[src/rtl/stage_sequencer.sv]
// stage_sequencer: multicycle control for the MIPS datapath. Issues one-hot
// stage tokens fetch..write-back, owns the program counter, applies branch
// redirects at retire, halts on endProgram and guards each stage with a
// watchdog.
module stage_sequencer #(
   parameter int PC_WIDTH      = 4,
   parameter int STAGE_TIMEOUT = 15
) (
   input  logic                       clock,
   input  logic                       start,
   input  logic                       run,
   input  logic [4:0]                 done,
   input  logic                       branch,
   input  logic                       zero,
   input  logic signed [PC_WIDTH-1:0] branchOffset,
   input  logic                       endProgram,
   output logic                       stage1,
   output logic                       stage2,
   output logic                       stage3,
   output logic                       stage4,
   output logic                       stage5,
   output logic [PC_WIDTH-1:0]        pc,
   output logic                       halted,
   output logic                       timeoutErr,
   output logic [15:0]                instrCount
);

   typedef enum logic [2:0] {IDLE, S1, S2, S3, S4, S5, HALT} state_t;

   localparam logic [7:0] WD_LAST = 8'(STAGE_TIMEOUT - 1);

   state_t                     state;
   state_t                     nxt;
   logic [7:0]                 wd_cnt;
   logic                       take;
   logic signed [PC_WIDTH-1:0] offset;
   logic                       in_stage;
   logic                       stage_done;
   logic                       retire;
   logic                       latch_alu;
   logic                       go_halt;
   logic                       go_tmo;

   // Retire address: sequential successor plus the latched branch offset.
   // Sign extension is moot because the sum is truncated to PC_WIDTH.
   function automatic logic [PC_WIDTH-1:0] next_pc(
      input logic [PC_WIDTH-1:0]        cur,
      input logic                       tk,
      input logic signed [PC_WIDTH-1:0] off
   );
      logic [PC_WIDTH-1:0] step;
      step = tk ? $unsigned(off) : '0;
      return cur + PC_WIDTH'(1) + step;
   endfunction

   // Retired-instruction counter sticks at all-ones instead of wrapping.
   function automatic logic [15:0] sat_inc(input logic [15:0] c);
      return (c == 16'hFFFF) ? c : c + 16'd1;
   endfunction

   // State register; reset overrides everything.
   always_ff @(posedge clock) begin
      if (start) state <= IDLE;
      else       state <= nxt;
   end

   // Next-state logic and one-cycle control strobes for the datapath.
   always_comb begin
      nxt        = state;
      retire     = 1'b0;
      latch_alu  = 1'b0;
      go_halt    = 1'b0;
      go_tmo     = 1'b0;
      in_stage   = 1'b1;
      stage_done = 1'b0;
      case (state)
         S1:      stage_done = done[0];
         S2:      stage_done = done[1];
         S3:      stage_done = done[2];
         S4:      stage_done = done[3];
         S5:      stage_done = done[4];
         default: in_stage   = 1'b0;
      endcase
      case (state)
         IDLE: if (run) nxt = S1;
         S1:   if (stage_done) nxt = S2;
         S2: begin
            if (stage_done) begin
               if (endProgram) begin
                  nxt     = HALT;
                  go_halt = 1'b1;
               end else begin
                  nxt = S3;
               end
            end
         end
         S3: begin
            if (stage_done) begin
               latch_alu = 1'b1;
               nxt       = S4;
            end
         end
         S4:   if (stage_done) nxt = S5;
         S5: begin
            if (stage_done) begin
               retire = 1'b1;
               nxt    = run ? S1 : IDLE;
            end
         end
         HALT: nxt = HALT;
         default: nxt = IDLE;
      endcase
      // A done in the last allowed cycle still wins over the watchdog.
      if (in_stage && !stage_done && (wd_cnt == WD_LAST)) begin
         nxt     = HALT;
         go_halt = 1'b1;
         go_tmo  = 1'b1;
      end
   end

   // Registered one-hot tokens, decoded from the upcoming state.
   always_ff @(posedge clock) begin
      if (start) begin
         {stage5, stage4, stage3, stage2, stage1} <= '0;
      end else begin
         stage1 <= (nxt == S1);
         stage2 <= (nxt == S2);
         stage3 <= (nxt == S3);
         stage4 <= (nxt == S4);
         stage5 <= (nxt == S5);
      end
   end

   // Watchdog: zero on every state entry, counts cycles spent in a stage.
   always_ff @(posedge clock) begin
      if (start || (nxt != state) || !in_stage) wd_cnt <= '0;
      else                                       wd_cnt <= wd_cnt + 8'd1;
   end

   // Architectural state: branch latch, pc, retire count and sticky flags.
   always_ff @(posedge clock) begin
      if (start) begin
         take       <= 1'b0;
         offset     <= '0;
         pc         <= '0;
         instrCount <= '0;
         halted     <= 1'b0;
         timeoutErr <= 1'b0;
      end else begin
         if (latch_alu) begin
            take   <= branch & zero;
            offset <= branchOffset;
         end
         if (retire) begin
            pc         <= next_pc(pc, take, offset);
            instrCount <= sat_inc(instrCount);
            take       <= 1'b0;
         end
         if (go_halt) halted     <= 1'b1;
         if (go_tmo)  timeoutErr <= 1'b1;
      end
   end

endmodule
[config.mk]
export PLATFORM = sky130hd
export DESIGN_NAME = stage_sequencer
export DESIGN_NICKNAME = d
export VERILOG_FILES = /design/src/rtl/stage_sequencer.sv
export SDC_FILE = /design/constraint.sdc
export NUM_CORES = 1
export LEC_CHECK = 0
export CORE_MARGIN = 4
export CORE_UTILIZATION = 30
export CTS_CLUSTER_SIZE = 16
export DETAILED_ROUTE_END_ITERATION = 8
export GPL_TIMING_DRIVEN = 0
export SLEW_MARGIN = 20
export SYNTH_ARGS = -nofsm -noshare
export SYNTH_HDL_FRONTEND = slang
export SYNTH_SLANG_ARGS = --single-unit
[constraint.sdc]
create_clock -name clock -period 2.2 [get_ports clock]
set_input_delay 0.22 -clock clock [delete_from_list [all_inputs] [get_ports clock]]
set_output_delay 0.22 -clock clock [all_outputs]
set_load 0.1 [all_outputs]
==> flow_metrics.py, run 1 <==
metrics = {
    "final_layout": {
        "antennaDiodeCount": 0,
        "layout_common_cells": "40 x clkdlybuf4s50_1, 29 x nor2_1, 28 x dfxtp_1",
        "layout_commonest_cell": "clkdlybuf4s50_1",
        "fin_nets": 330,
        "drive_gt1_share_pct": 13.3,
        "multiInputGateArea_um2": 1290,
        "stdcell_count": 408,
        "fin_util_pct": 39.6,
        "area_delta_synth_final_pct": 28.9,
        "register_area_um2": 880,
        "num-fill-cells": 761,
    },
    "critical_path": {
        "path_class": "flop to primary output",
        "critPathMaxFanout": 4,
        "cp_data_required_time_ns": 1.98,
        "critPathCaptureType": "primary output",
        "crit_slowest_cell": "clkdlybuf4s50_1",
        "cp-start-kind": "flop",
        "critPathBufInv": 1,
        "cpPeakStageDelay_ns": 1.17,
        "path_cells": "clkdlybuf4s50_1",
        "cp.arrival_ns": 1.87,
        "path_delay_family": "buffers and inverters",
    },
    "worst_hold_path": {
        "hold_class": "input port to flop",
    },
    "synth": {
        "syn_area_per_cell_um2": 8.54,
        "post_synth_instance_area_um2": 2230,
        "yosysWarnings": 0,
        "synth_edf_count": 0,
        "syn_nets": 283,
        "ys.flop_type": "dfxtp_1",
        "syn_inst": 261,
        "yosysTopAreaCell": "dfxtp_1",
        "async_flop_share_pct": 0,
        "synth_seq_area_share_pct": 38.6,
        "netlist_top_cells_area": "dfxtp_1 39%, xnor2_1 6.7%, nor2_1 4.9%",
        "synth_seq_cells": 43,
        "ys_types": 49,
        "yosysTopAreaCellShare_pct": 38.6,
    },
    "global_routing": {
        "grt_pass1_wl_um": 8370,
        "grt_max_degree": 14,
        "antenna_found_initial": 0,
        "grt_pass1_vias": 1754,
        "grt_overflow": 0,
        "grt_util_all_layers_pct": 11.9,
    },
    "floorplan": {
        "coreArea_um2": 7250,
        "die_width_um": 94.2,
        "die_y_um": 94.2,
        "die-area_um2": 8880,
        "start_util_pct": 30.7,
        "ios": 42,
        "rows": 31,
    },
    "timing": {
        "layout_setup_ws_ns": 0.105,
        "setup_violations": 0,
        "max_slew.worst_pin.slew_ns": 1.01,
        "slew_headroom_pct": 32.1,
        "post-route-period-util_pct": 95.2,
        "fin_setup_tns_ns": 0,
        "slew_violations": 0,
        "fin_crit_ns": 2.09,
        "rsz0062_at_grt": "no",
        "clock_skew_ns": 0.0114,
        "max_freq_ghz": 0.477,
        "final_hold_viol_count": 0,
    },
    "power_and_ir_drop": {
        "leakagePower_nw": 0.978,
        "p_per_area_nw_per_um2": 609,
        "power_mw": 1.75,
        "ir_drop_v": 0.000225,
    },
    "place": {
        "portBuffers": 40,
        "gp_congestion": 0.843,
        "place_ws_ns": -0.0795,
        "post-place-cells": 400,
        "dpl.hpwl_um": 3770,
    },
    "route": {
        "wl_um": 5070,
        "drt_iter0_drc": 85,
        "vias": 1950,
        "ant_nets": 0,
        "firstDrtPassIters": 4,
        "viasPerCell": 4.78,
        "drc_errors": 0,
        "detail_route.wl_per_cell_um": 12.4,
    },
    "flow_run": {
        "maxCapViolCount": 0,
    },
    "clocking": {
        "cts-root-buf": "clkbuf_8",
        "clock_latency_ns": 0.30,
        "htree_levels": 2,
        "cts-hold-fix-buffers": 0,
        "cts_tree": "done",
        "cts_max_path_buffers": 2,
        "clk_pin_slew_worst_paths_ns": 0.08,
        "cts.sinks": 43,
        "cts_buffers": 5,
    },
    "status": {
        "status": "completed",
    },
}
cells by family (layout without fill, tap and decap cells):
group / after synthesis / in the layout / share of synthesized area, %
adder cells (fa/ha/maj): 7 / 7 / 4.26
multiplexers: 7 / 7 / 3.20
XOR/XNOR: 21 / 21 / 8.25
AO/OA/AOI/OAI: 48 / 48 / 14.3
buffers and inverters: 21 / 69 / 4.27
flip-flops: 43 / 43 / 38.6
AND/OR/NAND/NOR: 114 / 114 / 27.1
sequential cells by signal, summed over array words and instances, names as in the netlist:
name / flops
halted: 1
instrCount: 16
offset: 4
pc: 4
stage1: 1
stage2: 1
stage3: 1
stage4: 1
stage5: 1
state: 3
take: 1
timeoutErr: 1
wd_cnt: 8
repair_timing:
action                                  4_1_cts  5_1_grt
setup buffers                                 0        0
gates resized for setup                       0        4
endpoints found under the setup margin        0        8
synthesized netlist by cell type (4+ instances only):
cell      number
mux2i_1        6
o21ai_0        9
xnor2_1       17
nor2b_1        5
dfxtp_1       43
nor2_1        29
and2_1         4
xor2_1         4
inv_1          8
buf_2          4
and3_1         4
a21oi_1       16
a211oi_1       6
nor3_1        14
nand3_1        9
ha_1           6
clkbuf_1       7
nand2_1       24
power breakdown:
part           internal [mW]  switching (mW)
Clock                  0.222           0.270
Combinational          0.152           0.284
Sequential             0.805          0.0173
metrics by stage:
step | cell area [um2] | hold slack (ns)
detailed placement | 2770 | 0.453
CTS | 2860 | 0.370
global placement | 2770 | 0.440
finish | 2870 | 0.379
floorplan | 2250 | 0.364
global route | 2870 | 0.401
path summary, 6_finish.rpt:
kind / from / endpoint / slack [ns] / cells after the start
worst max-delay path: instrCount[5]$_SDFFE_PP0P_ / instrCount[5] / 0.11 / 1
worst max register to register: take$_SDFFE_PP0P_ / pc[3]$_SDFFE_PP0P_ / 0.17 / 7
worst min register to register: timeoutErr$_SDFFE_PP0P_ / timeoutErr$_SDFFE_PP0P_ / 0.46 / 2
worst min-delay path: start / pc[3]$_SDFFE_PP0P_ / 0.38 / 3
worst reg2reg max path: cells and delay by family (launching register included):
family / cells / cell delay [ns]
and+or+nand+nor: 3 / 0.55
adders and majority gates: 1 / 0.23
AOI/OAI and AO/OA: 2 / 0.38
DFF: 1 / 0.42
muxes: 1 / 0.35
cell type report:
cell class / count / area share (%)
inverter: 8 / 1.04
clock inverter: 2 / 0.435
clock buffer: 6 / 2.53
multi-input combinational: 197 / 44.9
tap: 99 / 4.31
timing repair buffer: 40 / 13.9
sequential: 43 / 30.6
buffer: 13 / 2.26
metal layers:
metal  track usage [%]  part of all wire, %  up-vias
li1                  -                    -     1012
met1              15.9                   49      899
met2              18.4                   45       35
met3              2.72                  4.5        4
met4              4.57                  1.0        0
met5                 0                    0        -
Note: power is estimated with default switching activity, not from simulation.
==> inputs of run 2 (changes only) <==
- SETUP_SLACK_MARGIN: not set -> 0.4
==> flow_metrics.py, run 2 (same netlist as run 1, synthesis figures left out) <==
metrics = {
    "final_layout": {
        "register_area_um2": 937,
        "fin_util_pct": 45.8,
        "fin_nets": 342,
        "largest_reg_flops": 16,
        "multiInputGateArea_um2": 1570,
        "layout_common_cells": "28 x nor2_1, 23 x dlygate4sd2_1, 22 x nand2_1",
        "top_regs": "instrCount: 16 flops, wd_cnt: 8 flops",
        "layout_commonest_cell": "nor2_1",
        "drive_gt1_share_pct": 29.3,
        "regMostFlops": "instrCount",
        "num-fill-cells": 696,
        "antennaDiodeCount": 0,
        "area_delta_synth_final_pct": 49.0,
        "stdcell_count": 420,
    },
    "global_routing": {
        "grt_max_degree": 14,
        "grt_util_all_layers_pct": 12.7,
        "grt_pass1_wl_um": 9050,
        "grt_pass1_vias": 2000,
        "grt_overflow": 0,
        "antenna_found_initial": 0,
    },
    "floorplan": {
        "die_y_um": 94.2,
        "start_util_pct": 30.7,
        "rows": 31,
        "die-area_um2": 8880,
        "die_width_um": 94.2,
        "ios": 42,
        "coreArea_um2": 7250,
    },
    "place": {
        "post-place-cells": 400,
        "dpl.hpwl_um": 3930,
        "portBuffers": 40,
        "gp_congestion": 0.813,
    },
    "clocking": {
        "cts-root-buf": "clkbuf_8",
        "clk_pin_slew_worst_paths_ns": 0.08,
        "clock_latency_ns": 0.30,
        "htree_levels": 2,
        "cts.sinks": 43,
        "cts_tree": "done",
        "cts-hold-fix-buffers": 0,
        "cts_max_path_buffers": 2,
        "cts_buffers": 5,
    },
    "power_and_ir_drop": {
        "leakagePower_nw": 1.24,
        "power_mw": 1.97,
        "p_per_area_nw_per_um2": 592,
        "ir_drop_v": 0.000201,
    },
    "critical_path": {
        "crit_end": "stage1$_SDFF_PP0_",
        "path_class": "flop to flop",
        "critPathMaxFanout": 6,
        "cp-start-kind": "flop",
        "critPathCaptureType": "flop",
        "regToRegSetupSlack_ns": 0.40,
        "rr_endpoint": "stage1$_SDFF_PP0_",
        "cp.arrival_ns": 2.00,
        "r2r_start": "state[1]$_SDFF_PP0_",
        "r2r_cells": 8,
        "crit_start": "state[1]$_SDFF_PP0_",
        "cp_data_required_time_ns": 2.40,
    },
    "timing": {
        "rsz0062_at_grt": "yes",
        "post-route-period-util_pct": 82.0,
        "setup_violations": 0,
        "clock_skew_ns": 0.00850,
        "slew_headroom_pct": 35.7,
        "max_freq_ghz": 0.554,
        "slew_violations": 0,
        "max_slew.worst_pin.slew_ns": 0.968,
        "final_hold_viol_count": 0,
        "hold_slack_ns": 0.419,
        "fin_crit_ns": 1.80,
    },
    "worst_hold_path": {
        "hold_class": "input port to flop",
    },
    "route": {
        "wl_um": 5630,
        "drt_iter0_drc": 61,
        "drc_errors": 0,
        "detail_route.wl_per_cell_um": 13.4,
        "firstDrtPassIters": 4,
        "ant_nets": 0,
        "vias": 2087,
        "viasPerCell": 4.97,
    },
    "flow_run": {
        "maxCapViolCount": 0,
    },
    "status": {
        "status": "completed",
    },
}
[run 2: cell types whose count changed in the layout (fill, tap and decap cells not counted), moves of 7 or more]
| cell | before | now |
|---|---|---|
| dfxtp_1 | 28 | 20 |
| buf_4 | 1 | 12 |
| dfxtp_4 | 0 | 19 |
| nor3_1 | 13 | 6 |
| dfxtp_2 | 15 | 4 |
| dlygate4sd2_1 | 0 | 23 |
| clkdlybuf4s50_1 | 40 | 12 |
[run 2: how the worst min path moves through the flow]
stage	start	slack (ns)	to	depth (start not counted)
final	start	0.42	pc[3]$_SDFFE_PP0P_	3
after global routing	start	0.44	pc[3]$_SDFFE_PP0P_	3
after CTS	start	0.38	pc[3]$_SDFFE_PP0P_	3
after detailed placement	timeoutErr$_SDFFE_PP0P_	0.44	timeoutErr$_SDFFE_PP0P_	2
after global placement	timeoutErr$_SDFFE_PP0P_	0.44	timeoutErr$_SDFFE_PP0P_	2
after floorplan	branchOffset[0]	0.36	offset[0]$_SDFFE_PP0P_	2
[run 2: layout make-up]
type	count	area share, %
Timing Repair Buffer	52	14.0
Tap cell	99	3.73
Buffer	13	2.79
Multi-Input combinational cell	197	47.3
Sequential cell	43	28.2
Inverter	8	0.904
Clock buffer	8	3.05
[run 2: layer usage]
layer | global-route usage [%] | wire (um)
met4 | 5.54 | 86
met2 | 20.1 | 2700
met5 | 0 | 0
met1 | 16.2 | 2560
met3 | 3.53 | 285
[run 2: where the power goes]
part | switching (mW) | internal [mW] | leakage (nW) | total, mW
Sequential | 0.0190 | 0.786 | 0.364 | 0.805
Clock | 0.267 | 0.294 | 0.0506 | 0.561
Combinational | 0.358 | 0.244 | 0.829 | 0.602
[run 2: per-stage QoR]
stage               TNS [ns]  setup slack (ns)  area (um2)
floorplan                  0             0.391        2350
global placement      -0.356            -0.108        2880
detailed placement    -0.338            -0.110        2880
CTS                        0             0.384        3090
global route               0             0.306        3320
finish                     0             0.396        3320
[run 2: timing repair]
| action | CTS | global route |
|---|---|---|
| buffers inserted | 4 | 8 |
| setup endpoints to repair | 52 | 34 |
| pin swaps | 12 | 14 |
| endpoints found under the hold margin | 0 | 0 |
| gates resized for setup | 54 | 43 |
| gates cloned | 0 | 0 |
[run 2: worst max-delay path: stages, from the launching register on]
cell	delay, ns
dfxtp_2	0.33
buf_6	0.09
buf_4	0.14
inv_1	0.07
o21ai_0	0.32
o22ai_4	0.17
buf_6	0.15
o211a_4	0.25
and3_1	0.17
